$ cat config.mk
export PLATFORM = sky130hd
export DESIGN_NAME = axis_dsp48_mult
export DESIGN_NICKNAME = d
export VERILOG_FILES = /design/src/rtl/axis_dsp48_mult.sv
export SDC_FILE = /design/constraint.sdc
export NUM_CORES = 1
export LEC_CHECK = 0
export ABC_AREA = 0
export CAP_MARGIN = 20
export CORE_ASPECT_RATIO = 0.9
export CORE_MARGIN = 8
export CORE_UTILIZATION = 64
export DETAILED_ROUTE_END_ITERATION = 6
export GPL_TIMING_DRIVEN = 0
export HOLD_SLACK_MARGIN = 0.02
export PLACE_DENSITY = 0.84
export SYNTH_ARGS = -nofsm -noshare
export SYNTH_HDL_FRONTEND = slang
export SYNTH_SLANG_ARGS = --single-unit
$ cat constraint.sdc
create_clock -name aclk -period 8.58 [get_ports aclk]
set_input_delay 2.574 -clock aclk [delete_from_list [all_inputs] [get_ports aclk]]
set_output_delay 2.574 -clock aclk [all_outputs]
set_load 0.01 [all_outputs]
$ cat src/rtl/axis_dsp48_mult.sv
// axis_dsp48_mult: 3-stage pipelined signed fixed-point multiplier on AXI-Stream.
// Per-channel TDM coefficients, selectable rounding, optional saturation with
// a sticky overflow flag, and full valid/ready back-pressure.
module axis_dsp48_mult #(
  parameter int A_WIDTH  = 24,
  parameter int B_WIDTH  = 16,
  parameter int P_WIDTH  = 24,
  parameter int SHIFT    = A_WIDTH + B_WIDTH - P_WIDTH - 1,
  parameter int CHANNELS = 1,
  parameter int SATURATE = 1
) (
  input  logic                         aclk,
  input  logic                         areset,
  input  logic [CHANNELS*B_WIDTH-1:0]  cfg_coef,
  input  logic [1:0]                   cfg_mode,
  input  logic [A_WIDTH-1:0]           s_axis_tdata,
  input  logic                         s_axis_tvalid,
  output logic                         s_axis_tready,
  output logic [P_WIDTH-1:0]           m_axis_tdata,
  output logic                         m_axis_tvalid,
  output logic                         m_axis_tlast,
  input  logic                         m_axis_tready,
  output logic                         sts_overflow
);

  localparam int STAGES = 3;
  localparam int FW     = A_WIDTH + B_WIDTH;        // full product width
  localparam int TW     = FW - SHIFT;               // truncated width
  localparam int RW     = TW + 1;                   // rounded width (room for +1)
  localparam int EW     = ((RW > P_WIDTH) ? RW : P_WIDTH) + 2;  // range-check width
  localparam int CW     = (CHANNELS > 1) ? $clog2(CHANNELS) : 1;

  localparam logic [CW-1:0]        LAST_CH = CW'(CHANNELS - 1);
  localparam logic signed [EW-1:0] MAXV = {{(EW-P_WIDTH+1){1'b0}}, {(P_WIDTH-1){1'b1}}};
  localparam logic signed [EW-1:0] MINV = {{(EW-P_WIDTH+1){1'b1}}, {(P_WIDTH-1){1'b0}}};

  // Whole pipeline freezes while the output holds an unaccepted beat.
  logic ce;
  assign ce            = ~m_axis_tvalid | m_axis_tready;
  assign s_axis_tready = ce;

  logic [STAGES:1] vld_pipe;
  assign m_axis_tvalid = vld_pipe[STAGES];

  // ---------------- channel counter / coefficient select ----------------
  logic [CW-1:0]        ch;
  logic [B_WIDTH-1:0]   coef_sel;

  generate
    if (CHANNELS == 1) begin : g_one_ch
      assign coef_sel = cfg_coef;
    end else begin : g_tdm
      assign coef_sel = cfg_coef[ch*B_WIDTH +: B_WIDTH];
    end
  endgenerate

  // Channel counter advances on every accepted input beat.
  always_ff @(posedge aclk or posedge areset) begin
    if (areset)                   ch <= '0;
    else if (ce && s_axis_tvalid) ch <= (ch == LAST_CH) ? '0 : ch + 1'b1;
  end

  // Valid shift register, advancing only on ce.
  always_ff @(posedge aclk or posedge areset) begin
    if (areset)  vld_pipe <= '0;
    else if (ce) vld_pipe <= {vld_pipe[STAGES-1:1], s_axis_tvalid};
  end

  // ---------------- S1: sample, coefficient, mode, last ----------------
  logic [A_WIDTH-1:0] a1;
  logic [B_WIDTH-1:0] b1;
  logic [1:0]         mode1;
  logic               last1;

  // Capture the accepted beat with its per-beat configuration.
  always_ff @(posedge aclk or posedge areset) begin
    if (areset) begin
      a1 <= '0; b1 <= '0; mode1 <= '0; last1 <= 1'b0;
    end else if (ce && s_axis_tvalid) begin
      a1    <= s_axis_tdata;
      b1    <= coef_sel;
      mode1 <= cfg_mode;
      last1 <= (ch == LAST_CH);
    end
  end

  // ---------------- S2: full-precision product ----------------
  logic signed [FW-1:0] p2;
  logic [1:0]           mode2;
  logic                 last2;

  // Register the full signed product; operands sign-extended to FW.
  always_ff @(posedge aclk or posedge areset) begin
    if (areset) begin
      p2 <= '0; mode2 <= '0; last2 <= 1'b0;
    end else if (ce && vld_pipe[1]) begin
      p2    <= $signed({{B_WIDTH{a1[A_WIDTH-1]}}, a1}) *
               $signed({{A_WIDTH{b1[B_WIDTH-1]}}, b1});
      mode2 <= mode1;
      last2 <= last1;
    end
  end

  // ---------------- S3 combinational: round, range check ----------------
  logic [TW-1:0]        t;
  logic [SHIFT:0]       rx;      // remainder with a zero appended so SHIFT=1 works
  logic                 half_bit, below, inc;
  logic [RW-1:0]        rnd;
  logic signed [EW-1:0] ext;
  logic                 ovf_hi, ovf_lo;
  logic [P_WIDTH-1:0]   res;

  // T is the floor quotient; rx[SHIFT] is R>=H, the rest flags R>H when R>=H.
  always_comb begin
    t        = p2[FW-1:SHIFT];
    rx       = {p2[SHIFT-1:0], 1'b0};
    half_bit = rx[SHIFT];
    below    = |rx[SHIFT-1:0];
    case (mode2)
      2'd0:    inc = 1'b0;
      2'd1:    inc = half_bit;
      default: inc = half_bit & (below | t[0]);  // ties go to even T
    endcase
    rnd    = {t[TW-1], t} + {{TW{1'b0}}, inc};
    ext    = {{(EW-RW){rnd[RW-1]}}, rnd};
    ovf_hi = ext > MAXV;
    ovf_lo = ext < MINV;
    res    = ext[P_WIDTH-1:0];
    if (SATURATE != 0) begin
      if (ovf_hi)      res = MAXV[P_WIDTH-1:0];
      else if (ovf_lo) res = MINV[P_WIDTH-1:0];
    end
  end

  // ---------------- S3 registers: output and sticky overflow ----------------
  // Output registers; held while stalled because ce is low.
  always_ff @(posedge aclk or posedge areset) begin
    if (areset) begin
      m_axis_tdata <= '0;
      m_axis_tlast <= 1'b0;
    end else if (ce && vld_pipe[2]) begin
      m_axis_tdata <= res;
      m_axis_tlast <= last2;
    end
  end

  // Overflow flag latches on any clamped or wrapped result until reset.
  always_ff @(posedge aclk or posedge areset) begin
    if (areset)                                    sts_overflow <= 1'b0;
    else if (ce && vld_pipe[2] && (ovf_hi || ovf_lo)) sts_overflow <= 1'b1;
  end

endmodule

==> results of run 1 <==
## placed cells by master (no fill, tap or decap), types with 3 or more instances in the layout
| master | n |
|---|---|
| a21boi_0 | 5 |
| dfrtp_1 | 115 |
| bufinv_16 | 3 |
| a21oi_1 | 47 |
| clkbuf_1 | 77 |
| fa_1 | 374 |
| nor4_1 | 4 |
| nand4_1 | 9 |
| nor3_1 | 7 |
| and3_1 | 9 |
| a31oi_1 | 6 |
| inv_1 | 454 |
| nor3b_1 | 3 |
| nand3_1 | 22 |
| a21o_1 | 18 |
| and2_1 | 154 |
| a221oi_1 | 3 |
| o21ai_0 | 68 |
| nand2_1 | 327 |
| xnor2_1 | 39 |
| clkbuf_16 | 17 |
| ha_1 | 100 |
| inv_8 | 3 |
| clkinv_4 | 4 |
| xor2_1 | 19 |
| mux2_2 | 42 |
| o31ai_1 | 4 |
| o21a_1 | 5 |
| inv_6 | 3 |
| buf_2 | 8 |
| nand2b_1 | 11 |
| and4_1 | 4 |
| nor2_1 | 40 |
| clkdlybuf4s50_1 | 73 |
| o211ai_1 | 4 |
## cells by family after synthesis
logic type                 after synthesis
and+or+nand+nor                        598
buffers and inverters                  542
adders and majority gates              474
AOI/OAI and AO/OA                      187
DFF                                    115
xor gates and xnor gates                58
muxes                                   44
## stage by stage
stage	hold slack (ns)	util, %	instances	worst slack (ns)
after floorplan	0.430	-	2018	2.38
after global placement	0.446	69.0	2487	1.08
after detailed placement	0.452	69.1	2488	1.12
after CTS	0.465	71.3	2520	1.09
after global routing	0.491	71.3	2520	0.621
final	0.463	71.3	2522	0.917
## critical path, delay by kind of cell (launching register included)
| family | cells | cell delay [ns] |
|---|---|---|
| AND/OR/NAND/NOR | 1 | 0.17 |
| AO/OA/AOI/OAI | 8 | 2.24 |
| adder cells (fa/ha/maj) | 7 | 3.41 |
| flip-flops | 1 | 0.61 |
| XOR/XNOR | 1 | 0.17 |
| buffers and inverters | 6 | 0.90 |
## registers in the layout (all words and copies together) (netlist names), 2 cells and up
signal / cells
p2: 40
mode2: 2
m_axis_tdata: 24
vld_pipe: 3
mode1: 2
b1: 16
a1: 24
## worst min-delay path by stage
stage,from,to,slack [ns],cells after the start
after CTS,sts_overflow,sts_overflow,0.47,1
after global placement,last1,last2,0.45,2
after detailed placement,sts_overflow,sts_overflow,0.45,1
after floorplan,last1,last2,0.43,2
final,sts_overflow,sts_overflow,0.46,1
after global routing,sts_overflow,sts_overflow,0.49,1
## routing by layer
| metal | GRT usage [%] | wire length, µm | vias to the layer above |
|---|---|---|---|
| met5 | 0 | 0 | - |
| met2 | 55.5 | 25900 | 806 |
| met1 | 39.3 | 19400 | 7549 |
| li1 | - | - | 6223 |
| met4 | 19.6 | 3550 | 0 |
| met3 | 6.32 | 5010 | 217 |
## area by class of cell
type	instances	area [µm²]	area share (%)
multi-input cells	1361	13800	66.9
flip-flops and latches	115	2880	14.0
inverters	455	1710	8.31
repair buffers	74	758	3.68
well taps	396	495	2.41
clock buffers	17	425	2.07
plain buffers	87	344	1.67
clock inverters	15	198	0.961
diodes	2	5.00	0.0243
==> key figures, run 1 <==
Global routing
  – GRT Overall Usage: 32.9%
  – Largest net degree at the start of global routing: 75
  – Vias in the first global route: 16500
  – Initial antenna violation count: 3
  – First-pass GRT wire length: 87.1 mm
  – Remaining global-route overflow: 0

Routing
  – Vias: 14800
  – DR vias/cell: 5.87
  – Detailed Route Iter0 Violations: 1255
  – Antenna Nets Post-Route: 0
  – Routed len/inst: 21.4 µm
  – Drt drc: 0
  – Total Wirelength: 53.9 mm
  – Pre-antenna DRT Iters: 6

Worst setup path
  – CP peak stage delay: 0.61 ns
  – CP Capture Type: flop
  – Worst Setup SP: b1[4]
  – Critical Path End: p2[38]
  – Worst Path Required: 8.86 ns
  – Slowest CP cell: dfrtp_1
  – Worst r2r src: b1[4]
  – WS Path Type: flop to flop
  – Crit Path Max Fanout: 10
  – Most common cell on crit path: fa_1
  – Worst R2R Setup Slack: 0.92 ns
  – R2r endpoint: p2[38]
  – Worst EP arrival: 7.94 ns
  – Worst r2r path cells: 23
  – CP Cell Sequence: clkbuf_1, nand2_1, fa_1, inv_1, fa_1, inv_1, fa_1, inv_1, fa_1, fa_1, inv_1, fa_1, inv_1, ha_1, a21oi_1, o2111ai_1, a2111oi_0, o21ai_0, o21ai_0, o211ai_1, a31oi_1, xor2_1, o21ai_0
  – Startpoint types: flop

STA
  – Hold Fails Final Rpt: 0
  – Skew final: 0.00898 ns
  – Final period utilization: 89.3%
  – FMAX: 0.131 GHz
  – Setup_tns: 0 ns
  – RSZ-0062 raised after global routing: no
  – Setup violations, final: 0
  – Relative slew slack: 30.3%
  – Final Slew Violations: 0
  – Slew @ Worst Pin: 1.05 ns
  – Fin crit period: 7.66 ns

Clocking
  – Hold_buf cts: 0
  – Clk buf depth: 2
  – Worst-Skew Late Latency: 0.44 ns
  – # Post-CTS Setup Buffers: 0
  – Post-CTS Resized: 0
  – Htree depth: 4
  – CTS buffer count: 17
  – CTS root buf: clkbuf_16
  – Sink Count: 115
  – CTS tree: built
  – Clock-pin slew on the worst setup and hold paths: 0.06 ns

Yosys
  – Synth top cells by count: 455 x inv_1, 374 x fa_1, 327 x nand2_1, 154 x and2_1, 115 x dfrtp_1
  – Main combinational cell family by area after synthesis: adder cells
  – Cells after Synth: 2018
  – YS warnings: 0
  – Top FF cell, synth: dfrtp_1
  – Largest cells by area after synthesis: fa_1 40%, dfrtp_1 15%, inv_1 9.1%, ha_1 6.7%, nand2_1 6.6%
  – Synthesized Nets: 2538
  – Top-count cell post-synth: inv_1
  – Post-synth top area share: 40.1%
  – Simple-gate area share of the yosys netlist: 15.1%
  – Cell variety after synth: 60
  – Xor and xnor area share after synthesis: 2.72%
  – Yosys reg bits: 115
  – Area leader, netlist: fa_1
  – Post-synth EDFFs: 0
  – Synth async-reset ratio: 100%
  – Post-synthesis mux area share: 2.64%
  – Area of the mapped netlist: 0.0187 mm²
  – Sequential element share of the synthesized area: 15.4%
  – Adder-cell share of the synthesized area: 46.7%
  – Mean Syn Cell Area: 9.26 µm²
  – Synth Area in Compound Gates: 6.44%

Layout
  – Final Instance Area: 0.0206 mm²
  – Filler cells: 2150
  – Layout Nets: 2631
  – Layout cells sized above 1: 4.71%
  – Area delta synth->final: 10.1%

Die
  – Core area: 0.0289 mm²
  – Io pins: 74
  – Die Footprint: 0.0349 mm²
  – Row cnt: 59
  – Die Y: 178 µm
  – Initial core utilization: 64.8%
  – DIE WIDTH: 196 µm

Run status
  – Status: completed

Flow run
  – MaxCap Viol Count: 0

Hold path
  – Worst Hold Class: flop to flop

Placed design
  – Port Buffers: 73
  – DP HPWL: 42.7 mm
  – Area post-placement: 0.0199 mm²
  – Final GP Congestion: 1.01
Power of run 1 is left out: the tool's default activity adds up to more than one toggle a clock period on the data nets, which glitch-free logic cannot reach.
==> run 2, diff against run 1 <==
--- a/config.mk
+++ b/config.mk
@@ -13,7 +13,7 @@
 export DETAILED_ROUTE_END_ITERATION = 6
 export GPL_TIMING_DRIVEN = 0
 export HOLD_SLACK_MARGIN = 0.02
-export PLACE_DENSITY = 0.84
+export PLACE_DENSITY = 0.83
 export SYNTH_ARGS = -nofsm -noshare
 export SYNTH_HDL_FRONTEND = slang
 export SYNTH_SLANG_ARGS = --single-unit
==> run 2 against run 1 <==
Effect of this change:
- clock-buffer cell count is the same
- cell area shrank 0.34%
- register-to-register slack lost 0.33 ns
- clock skew grew 0.0037 ns
- utilization shrank 0.24 points
==> key figures, run 2 (synthesis gave the netlist of run 1 again) <==
Routing
  – Detailed Route Iter0 Violations: 1178 (-6.1%)
  – DR vias/cell: 5.75 (-1.9%)
  – Routed len/inst: 21.1 µm (-1.3%)
  – Pre-antenna DRT Iters: 6 (unchanged)
  – Drt drc: 0 (unchanged)
  – Total Wirelength: 53.1 mm (-1.4%)
  – Antenna Nets Post-Route: 0 (unchanged)
  – Vias: 14500 (-1.9%)

Layout
  – Area delta synth->final: 9.71%
  – Finished Layout Cells: 2521 (-0.040%)
  – Top flop regs: p2: 40 flops, a1: 24 flops, m_axis_tdata: 24 flops
  – Final core occ: 71.0% (-0.24 points)
  – Layout cells sized above 1: 4.71% (unchanged)
  – Largest Register: p2
  – Number of flip-flops in the largest register: 40 (unchanged)
  – Filler cells: 2183 (+1.5%)
  – Layout Nets: 2631 (unchanged)
  – Most frequent cells in the layout: 454 x inv_1, 374 x fa_1, 327 x nand2_1
  – Commonest non-fill, non-tap cell in the layout: inv_1

Worst setup path
  – Worst EP arrival: 8.28 ns (+0.34 ns)
  – Worst r2r path cells: 23 (unchanged)
  – CP delay by family, top: adder cells
  – Most common cell on crit path: fa_1
  – Worst Path Required: 8.87 ns (about the same)
  – CP Cell Sequence: clkbuf_1, nand2_1, fa_1, inv_1, fa_1, inv_1, fa_1, inv_1, fa_1, fa_1, inv_1, fa_1, inv_1, ha_1, a21oi_1, o2111ai_1, a2111oi_0, o21ai_0, o21ai_0, o211ai_1, a31oi_1, xor2_1, o21ai_0
  – WS Path Type: flop to flop
  – Worst R2R Setup Slack: 0.58 ns (-0.33 ns)
  – Slowest CP cell: a2111oi_0
  – R2r endpoint: p2[38]
  – CP Capture Type: flop
  – Crit Path Max Fanout: 10 (unchanged)
  – Number of buffers and inverters on the critical path: 6 (unchanged)
  – Startpoint types: flop
  – Worst r2r src: b1[4]
  – CP peak stage delay: 0.68 ns (+0.07 ns)

STA
  – Setup_tns: 0 ns (unchanged)
  – Final Slew Violations: 0 (unchanged)
  – Relative slew slack: 27.7% (-2.6 points)
  – Final period utilization: 93.2% (+3.9 points)
  – Setup violations, final: 0 (unchanged)
  – FMAX: 0.125 GHz (-4.2%)
  – Fin crit period: 8.00 ns (+0.334 ns)
  – Slew @ Worst Pin: 1.08 ns (+0.0392 ns)
  – Final WS setup: 0.583 ns (-0.334 ns)
  – RSZ-0062 raised after global routing: no
  – Skew final: 0.0127 ns (+0.00372 ns)
  – Hold Fails Final Rpt: 0 (unchanged)

Die
  – Initial core utilization: 64.8% (unchanged)
  – Die Footprint: 0.0349 mm² (unchanged)
  – Die Y: 178 µm (unchanged)
  – Row cnt: 59 (unchanged)
  – Core area: 0.0289 mm² (unchanged)
  – Io pins: 74 (unchanged)
  – DIE WIDTH: 196 µm (unchanged)

Hold path
  – WHS Endpoint: sts_overflow
  – Worst Hold Class: flop to flop
  – Hold path depth: 1 (unchanged)
  – Hold wc startpoint: sts_overflow

Clocking
  – Worst-Skew Late Latency: 0.44 ns (about the same)
  – CTS buffer count: 17 (unchanged)
  – CTS tree: built
  – Hold_buf cts: 0 (unchanged)
  – CTS root buf: clkbuf_16
  – Clock-pin slew on the worst setup and hold paths: 0.06 ns (about the same)
  – # Post-CTS Setup Buffers: 0 (unchanged)
  – Htree depth: 4 (unchanged)
  – Post-CTS Resized: 0 (unchanged)
  – Clk buf depth: 2 (unchanged)
  – Sink Count: 115 (unchanged)

Flow run
  – MaxCap Viol Count: 0 (unchanged)

Global routing
  – Largest net degree at the start of global routing: 70 (-6.7%)
  – GRT Overall Usage: 32.5% (-0.43 points)
  – First-pass GRT wire length: 86.5 mm (-0.74%)
  – Vias in the first global route: 16100 (-2.4%)
  – Initial antenna violation count: 4 (+1)
  – Remaining global-route overflow: 0 (unchanged)

Placed design
  – DP HPWL: 42.6 mm (about the same)
  – Port Buffers: 73 (unchanged)
  – Final GP Congestion: 0.972 (-3.8%)
  – Pre-CTS WS: 0.909 ns (-0.214 ns)
  – Placed cells: 2488 (unchanged)

Run status
  – Status: completed
-- run 2: cell count changes in the layout (fill, tap and decap cells not counted) --
cell / change
bufinv_16: -2
clkinv_2: +4
clkinv_4: -2
clkinvlp_4: +2
diode_2: -1
inv_6: +1
inv_8: -3
-- run 2: worst reg2reg max path, stage by stage (launching register included) --
cell       delay (ns)
dfrtp_1          0.64
clkbuf_1         0.60
nand2_1          0.17
fa_1             0.56
inv_1            0.05
fa_1             0.47
inv_1            0.05
fa_1             0.51
inv_1            0.07
fa_1             0.50
fa_1             0.50
inv_1            0.06
fa_1             0.57
inv_1            0.07
ha_1             0.36
a21oi_1          0.39
o2111ai_1        0.22
a2111oi_0        0.68
o21ai_0          0.39
o21ai_0          0.36
o211ai_1         0.15
a31oi_1          0.21
xor2_1           0.18
o21ai_0          0.09
-- run 2: worst max-delay path by stage --
stage,cells past startpoint,to,slack (ns),start
6_report,23,p2[38],0.58,b1[4]
5_1_grt,23,p2[38],0.37,b1[4]
4_1_cts,24,p2[38],0.72,b1[1]
3_3_place_gp,24,p2[38],0.98,b1[1]
3_5_place_dp,24,p2[38],0.91,b1[1]
2_1_floorplan,23,p2[37],2.38,a1[14]
-- run 2: area by class of cell --
| cell class | count | area (µm²) | share of cell area (%) |
|---|---|---|---|
| Multi-Input combinational cell | 1361 | 13800 | 67.1 |
| Tap cell | 396 | 495 | 2.42 |
| Antenna cell | 1 | 2.50 | 0.0122 |
| Sequential cell | 115 | 2880 | 14.0 |
| Timing Repair Buffer | 74 | 758 | 3.70 |
| Inverter | 455 | 1710 | 8.34 |
| Clock buffer | 17 | 425 | 2.07 |
| Buffer | 87 | 344 | 1.68 |
| Clock inverter | 15 | 130 | 0.635 |
-- run 2: routing by layer --
layer / share of wire [%] / track usage (%) / vias to the layer above
met2: 47 / 53.6 / 740
met4: 5.8 / 17.6 / 0
met3: 8.4 / 5.47 / 183
met5: 0 / 0 / -
li1: - / - / 6235
met1: 38 / 41.0 / 7350
-- run 2: stage by stage --
step,hold WS [ns],area (µm²)
2_1_floorplan,0.430,18700
3_3_place_gp,0.448,19900
3_5_place_dp,0.448,19900
4_1_cts,0.461,20500
5_1_grt,0.490,20500
6_report,0.465,20500
Power of run 2 is left out for the same reason.
==> run 3, diff against run 2 <==
==> constraint.sdc (replaced) <==
create_clock -name aclk -period 8.58 [get_ports aclk]
set_input_delay 2.574 -clock aclk [delete_from_list [all_inputs] [get_ports aclk]]
set_output_delay 2.574 -clock aclk [all_outputs]
set_load 0.005 [all_outputs]
==> results of run 3 <==
The final DEF is identical to that of run 2; final timing and power are the same.
Power of run 3 is left out for the same reason.
